===== config.mk =====
export PLATFORM = sky130hd
export DESIGN_NAME = btn_sw_reader
export DESIGN_NICKNAME = d
export VERILOG_FILES = /design/src/rtl/btn_sw_reader.sv
export SDC_FILE = /design/constraint.sdc
export NUM_CORES = 1
export LEC_CHECK = 0
export BUFFER_PORTS_ARGS = -buffer_cell sky130_fd_sc_hd__buf_2
export CAP_MARGIN = 20
export CORE_AREA = 2 2 108 110
export DETAILED_ROUTE_END_ITERATION = 10
export DIE_AREA = 0 0 110 112
export PLACE_DENSITY = 0.78
export SYNTH_ARGS = -nofsm -noshare
export SYNTH_HDL_FRONTEND = slang
export SYNTH_SLANG_ARGS = --single-unit

===== constraint.sdc =====
create_clock -name S_AXI_ACLK -period 4.47 [get_ports S_AXI_ACLK]
set_input_delay 0.447 -clock S_AXI_ACLK [delete_from_list [all_inputs] [get_ports S_AXI_ACLK]]
set_output_delay 0.447 -clock S_AXI_ACLK [all_outputs]
set_load 0.01 [all_outputs]

===== src/rtl/btn_sw_reader.sv =====
// AXI-lite read-side user logic: synchronises and debounces buttons/switches,
// latches sticky press events, counts BTN0 presses and serves status reads.
module btn_sw_reader #(
  parameter int unsigned NUM_BTN         = 4,
  parameter int unsigned NUM_SW          = 2,
  parameter int unsigned DEBOUNCE_CYCLES = 50000
) (
  input  logic               S_AXI_ACLK,
  input  logic               S_AXI_ARESET,
  input  logic               slv_reg_rden,
  input  logic [2:0]         axi_araddr,
  input  logic [NUM_BTN-1:0] BTN,
  input  logic [NUM_SW-1:0]  SW,
  output logic [31:0]        S_AXI_RDATA,
  output logic               rdata_valid
);

  localparam int unsigned NumIn = NUM_BTN + NUM_SW;
  localparam int unsigned CntW  = $clog2(DEBOUNCE_CYCLES);
  localparam logic [CntW-1:0] CntMax = CntW'(DEBOUNCE_CYCLES - 1);

  logic [NumIn-1:0]   w_raw;
  logic [NumIn-1:0]   r_sync1;
  logic [NumIn-1:0]   r_sync2;
  logic [NumIn-1:0]   r_deb;
  logic [NumIn-1:0]   w_deb_d;
  logic [CntW-1:0]    r_cnt   [NumIn];
  logic [CntW-1:0]    w_cnt_d [NumIn];
  logic [NUM_BTN-1:0] w_btn_rise;
  logic [NUM_BTN-1:0] r_event;
  logic [7:0]         r_press_cnt;
  logic               w_clr;
  logic [31:0]        w_rd_word;
  logic [31:0]        r_rdata;
  logic               r_valid;

  assign w_raw = {SW, BTN};

  // Per-bit debounce: d follows s only after DEBOUNCE_CYCLES consecutive disagreeing cycles.
  always_comb begin
    for (int i = 0; i < NumIn; i++) begin
      w_deb_d[i] = r_deb[i];
      w_cnt_d[i] = r_cnt[i];
      if (r_sync2[i] == r_deb[i]) begin
        w_cnt_d[i] = '0;
      end else if (r_cnt[i] == CntMax) begin
        w_deb_d[i] = r_sync2[i];
        w_cnt_d[i] = '0;
      end else begin
        w_cnt_d[i] = r_cnt[i] + CntW'(1);
      end
    end
  end

  assign w_btn_rise = w_deb_d[NUM_BTN-1:0] & ~r_deb[NUM_BTN-1:0];
  assign w_clr      = slv_reg_rden && (axi_araddr == 3'd1);

  always_comb begin
    w_rd_word = '0;
    case (axi_araddr)
      3'd0: begin
        w_rd_word[NUM_BTN-1:0]  = r_deb[NUM_BTN-1:0];
        w_rd_word[NUM_SW+7:8]   = r_deb[NumIn-1:NUM_BTN];
      end
      3'd1:    w_rd_word[NUM_BTN-1:0] = r_event;
      3'd2:    w_rd_word[7:0]         = r_press_cnt;
      3'd3:    w_rd_word              = 32'h5EC0_0001;
      default: w_rd_word              = '0;
    endcase
  end

  always_ff @(posedge S_AXI_ACLK or posedge S_AXI_ARESET) begin
    if (S_AXI_ARESET) begin
      r_sync1 <= '0;
      r_sync2 <= '0;
      r_deb   <= '0;
      for (int i = 0; i < NumIn; i++) r_cnt[i] <= '0;
    end else begin
      r_sync1 <= w_raw;
      r_sync2 <= r_sync1;
      r_deb   <= w_deb_d;
      for (int i = 0; i < NumIn; i++) r_cnt[i] <= w_cnt_d[i];
    end
  end

  // Set wins over clear so a press landing on the clearing read is kept for the next one.
  always_ff @(posedge S_AXI_ACLK or posedge S_AXI_ARESET) begin
    if (S_AXI_ARESET) begin
      r_event     <= '0;
      r_press_cnt <= '0;
      r_rdata     <= '0;
      r_valid     <= 1'b0;
    end else begin
      r_event <= (r_event & ~{NUM_BTN{w_clr}}) | w_btn_rise;
      if (w_btn_rise[0]) r_press_cnt <= r_press_cnt + 8'd1;
      if (slv_reg_rden) r_rdata <= w_rd_word;
      r_valid <= slv_reg_rden;
    end
  end

  assign S_AXI_RDATA = r_rdata;
  assign rdata_valid = r_valid;

endmodule


# After elaboration in Yosys (flattened, before gate mapping)
# Cells that the tools add are included.
[op_classes]
n_eq_ne = 15
n_mux = 24
n_reduce_logical = 4
addsub = 7
bitwise_logic = 7
[ops]
columns = ["op", "count"]
rows = [
  ["2-to-1 mux 16 bit", 12],
  ["adder 16 x 1 -> 16 bit, second input constant", 6],
  ["== test 16 bit, second input constant", 6],
  ["2-to-1 mux 21 bit", 1],
  ["case mux 4 bit (4 select lines)", 1],
  ["adder 8 x 1 -> 8 bit, second input constant", 1],
  ["AND 4 bit", 2],
  ["2-to-1 mux 1 bit", 8],
  ["NOT 4 bit", 2],
  ["== test 1 bit", 6],
  ["== test 3 x 2 -> 1 bit, second input constant", 2],
  ["2-to-1 mux 4 bit", 1],
  ["OR 4 bit", 1],
  ["AND reduction 2 bit", 2],
  ["== test 3 x 1 -> 1 bit, second input constant", 1],
  ["logical NOT 3 bit", 1],
  ["2-to-1 mux 2 bit", 1],
  ["NOT 1 bit", 2],
  ["logical AND 1 bit", 1],
]
[totals]
out_inout_bits = 33
regBits = 159
in_bits = 12
word_cells = 72

# Longest topological paths before layout
[depth]
word_depth = 5
mapped_depth = 6
mapped_depth_nobuf = 5

# Least setup slack after synthesis
# OpenSTA, ideal clock, no wires.
[synth_timing]
kind = "register to register"
start = "register r_cnt[84] (netlist name)"
end = "register r_press_cnt[1]"
stages_incl_launch_ff = 5
setup_slack_ps = 2306
t_required_ps = 4342
n_path_buf = 0
period_less_slack_ps = 2164
setup_time_ps = 128
arrival_ps = 2037
cell_sequence = "dfrtp_1 or4_1 or4_4 nor3_4 mux2_1"
[synth_between]
elab_chain_len = 4
[synth_lines]
columns = ["item", "line", "source"]
rows = [
  ["start: declaration", "27", "logic [CntW-1:0] r_cnt [NumIn];"],
  ["== test 16 bit", "46", "end else if (r_cnt[i] == CntMax) begin"],
  ["2-to-1 mux 1 bit", "46", ""],
  ["2-to-1 mux 1 bit", "44", "if (r_sync2[i] == r_deb[i]) begin"],
  ["AND 4 bit", "55", "assign w_btn_rise = w_deb_d[NUM_BTN-1:0] & ~r_deb[NUM_BTN-1:0];"],
  ["end signal: assignment", "95", "if (w_btn_rise[0]) r_press_cnt <= r_press_cnt + 8'd1;"],
  ["end: declaration", "31", "logic [7:0] r_press_cnt;"],
]
# Every way passes these cells.
# A chain may end at the register's enable or synchronous reset.

# Worst setup path in the final report
# Ends and elaborated chain as after synthesis.

==> impl_metrics.yaml <==
logic_synthesis:
  synthArstFlopShare_pct: 100
  ys_types: 42
  synthTopCellsByArea: "dfrtp_1, xnor2_1, nor2_1"
  synth-seq-area-share_pct: 52.7
  synth_top_family_by_area: "simple AND/OR/NAND/NOR gates"
  yosysTopAreaCell: "dfrtp_1"
  synth_top_area_share_pct: 52.7
  synth_compound_area_share_pct: 2.69
  synth_edf_count: 0
  synth.area.mux_share_pct: 1.83
  syn_area_um2: 6550
  syn_inst: 647
  synth_xor_xnor_area_share_pct: 12.6
  synth_fa_ha_area_share_pct: 1.34
  yosys_warnings: 0
  synthFlopType: "dfrtp_1"
  synth_seq_cells: 138
  post_synth.cell_area_avg_um2: 10.1
  synth-simple-area-share_pct: 24.1
routing:
  firstDrtPassIters: 4
  drc: 0
  wl_um: 12200
  vias_per_cell: 5.53
  dr.first_iter.drc_count: 454
  vias: 4613
  antenna_left: 0
  wl_per_cell_um: 14.6
die:
  row_count: 39
  io_pins: 45
  die_height_um: 112
  die_area_um2: 12300
  core_um2: 11200
  die_x_um: 110
  initial_core_util_pct: 58.6
cts:
  clock_latency_ps: 430
  postCtsSetupBuffers: 0
  numCtsBuffers: 17
  clk_pin_slew_ps: 60
  holdBufCountCts: 0
  cts_buffer_depth: 2
  cts_resized: 0
  ctsHtreeMaxLevel: 4
  root_buffer: "clkbuf_16"
  cts_tree: "yes"
  clkSinkCount: 138
timing:
  fin_tns_setup_ps: 0
  clock_skew_ps: 5.72
  slew_violations: 0
  fin_ws_ps: 2210
  setup_violations: 0
  fmax_mhz: 443
  grt_setup_unrepaired: "no"
  fin_crit_sh_pct: 50.5
  whs_ps: 126
  hold_violations: 0
  slew_headroom_pct: 45.8
  finalCriticalPeriod_ps: 2260
  tightest_slew_ps: 813
worst_setup_path:
  crit_family: "simple AND/OR/NAND/NOR gates"
  slowest_delay_ps: 570
  critPathBufInv: 0
  crit_chain: "or4_1, or4_4, nor3_4, mux2_1"
  crit_path_end_kind: "flop"
  cp-start-kind: "flop"
  cp.arrival_ps: 2560
  cpMaxStageDelayCell: "or4_4"
  reg2regPathDepth: 4
  path_class: "flop to flop"
  r2r-end: "r_press_cnt[1]"
  r2r-start: "r_cnt[84]"
  regToRegSetupSlack_ps: 2210
  startpoint: "r_cnt[84]"
  cp.required_ps: 4780
  path_max_fanout: 5
placed_design:
  pre_cts_slack_ps: 2220
  gp_congestion: 0.841
  portBuffers: 29
  dp.cells: 802
  dp_hpwl_um: 8090
final_layout:
  layout.cells.most_common: "dfrtp_1"
  nets: 697
  drive_gt1_share_pct: 11.1
  area_delta_synth_final_pct: 12.3
  mostFrequentLayoutCells: "dfrtp_1, nor2_1, xnor2_1"
  final_util_pct: 65.8
  diodes: 0
  instances_no_fill: 834
  fill_cells: 836
min_path:
  hold_start: "BTN[1]"
  hold_path.class: "primary input to flop"
  whs_path_depth: 1
  hold_path_end: "r_sync1[1]"
pwr:
  p_leak_nw: 3.10
  power_density_nw_per_um2: 385
  ir_worst_vdd_v: 0.000334
grt:
  antenna_found_initial: 1
  grt.total_usage_pct: 22.1
  grt_overflow_total: 0
  grt_max_degree: 72
  grt_pass1_wl_um: 21400
  grt_pass1_vias: 4692
status:
  status: "finished clean"
run:
  maxCapViolations: 0
[routing by layer]
layer | up-vias | track usage, % | wire length [um]
li1 | 2247 | - | -
met1 | 2237 | 28.9 | 5490
met2 | 97 | 33.3 | 5890
met3 | 30 | 7.96 | 521
met4 | 2 | 8.95 | 278
met5 | - | 0 | 11
[per-stage QoR]
stage               total power [mW]  cell area, um2
floorplan                       1.40            6610
global placement                1.41            6750
detailed placement              1.42            6750
CTS                             2.86            7360
global route                    2.93            7360
finish                          2.83            7360
[worst register-to-register path, delay by kind of cell (launching register included)]
family        cells  cell delay (ps)
flops             1              420
simple gates      3             1370
mux               1              350
[power breakdown]
group,internal (mW),switching [mW]
logic,0.0287,0.0710
clock network,0.926,0.513
registers,1.27,0.0219
total,2.23,0.606
[synthesized netlist by cell type, types with 2 or more instances]
| cell | count |
|---|---|
| nor3_1 | 21 |
| buf_4 | 23 |
| a21oi_1 | 6 |
| nand3b_1 | 2 |
| nor4_1 | 29 |
| xor2_1 | 18 |
| o22ai_1 | 8 |
| mux2_2 | 7 |
| nand3_1 | 42 |
| nor2b_1 | 3 |
| and2_1 | 2 |
| or4_1 | 6 |
| or3_1 | 5 |
| clkbuf_1 | 8 |
| or4bb_1 | 2 |
| dfrtp_1 | 138 |
| o21ai_0 | 6 |
| nor4b_1 | 3 |
| nand2_1 | 34 |
| xnor2_1 | 76 |
| nor2_1 | 109 |
| nor4_2 | 2 |
| mux2i_1 | 3 |
| o31ai_1 | 2 |
| and3_1 | 8 |
| ha_1 | 7 |
| nand2b_1 | 6 |
| nor4bb_1 | 4 |
| inv_1 | 27 |
| nand4_1 | 28 |
[kinds of logic (layout without fill, tap and decap cells)]
group,Yosys count,count (layout)
fa+ha+maj,7,7
xor+xnor,94,94
other cells,1,15
compound gates,26,26
mux,11,11
flops,138,138
buf+inv,60,90
simple gates,310,310
[flip-flops by register name, indices dropped and copies added, names as in the netlist]
name and flops:
r_deb 6, r_cnt 96, r_press_cnt 8, r_sync1 6, r_event 4, S_AXI_RDATA 11
r_sync2 6, rdata_valid 1
[area by class of cell]
type	instances	area, um2	share of cell area [%]
multi-input cells	463	2840	38.6
clock buffers	19	433	5.88
clock inverters	13	176	2.40
repair buffers	31	173	2.35
well taps	143	179	2.43
inverters	27	104	1.41
flip-flops and latches	138	3450	46.9
[how the worst max path moves through the flow]
stage,slack (ps),depth (start not counted),end
floorplan,330,1,S_AXI_RDATA[0]
global placement,2260,4,r_press_cnt[1]
detailed placement,2220,4,r_press_cnt[1]
CTS,2210,4,r_press_cnt[1]
global route,2140,4,r_press_cnt[1]
finish,2210,4,r_press_cnt[1]
Power figures use the tool's default switching activity.
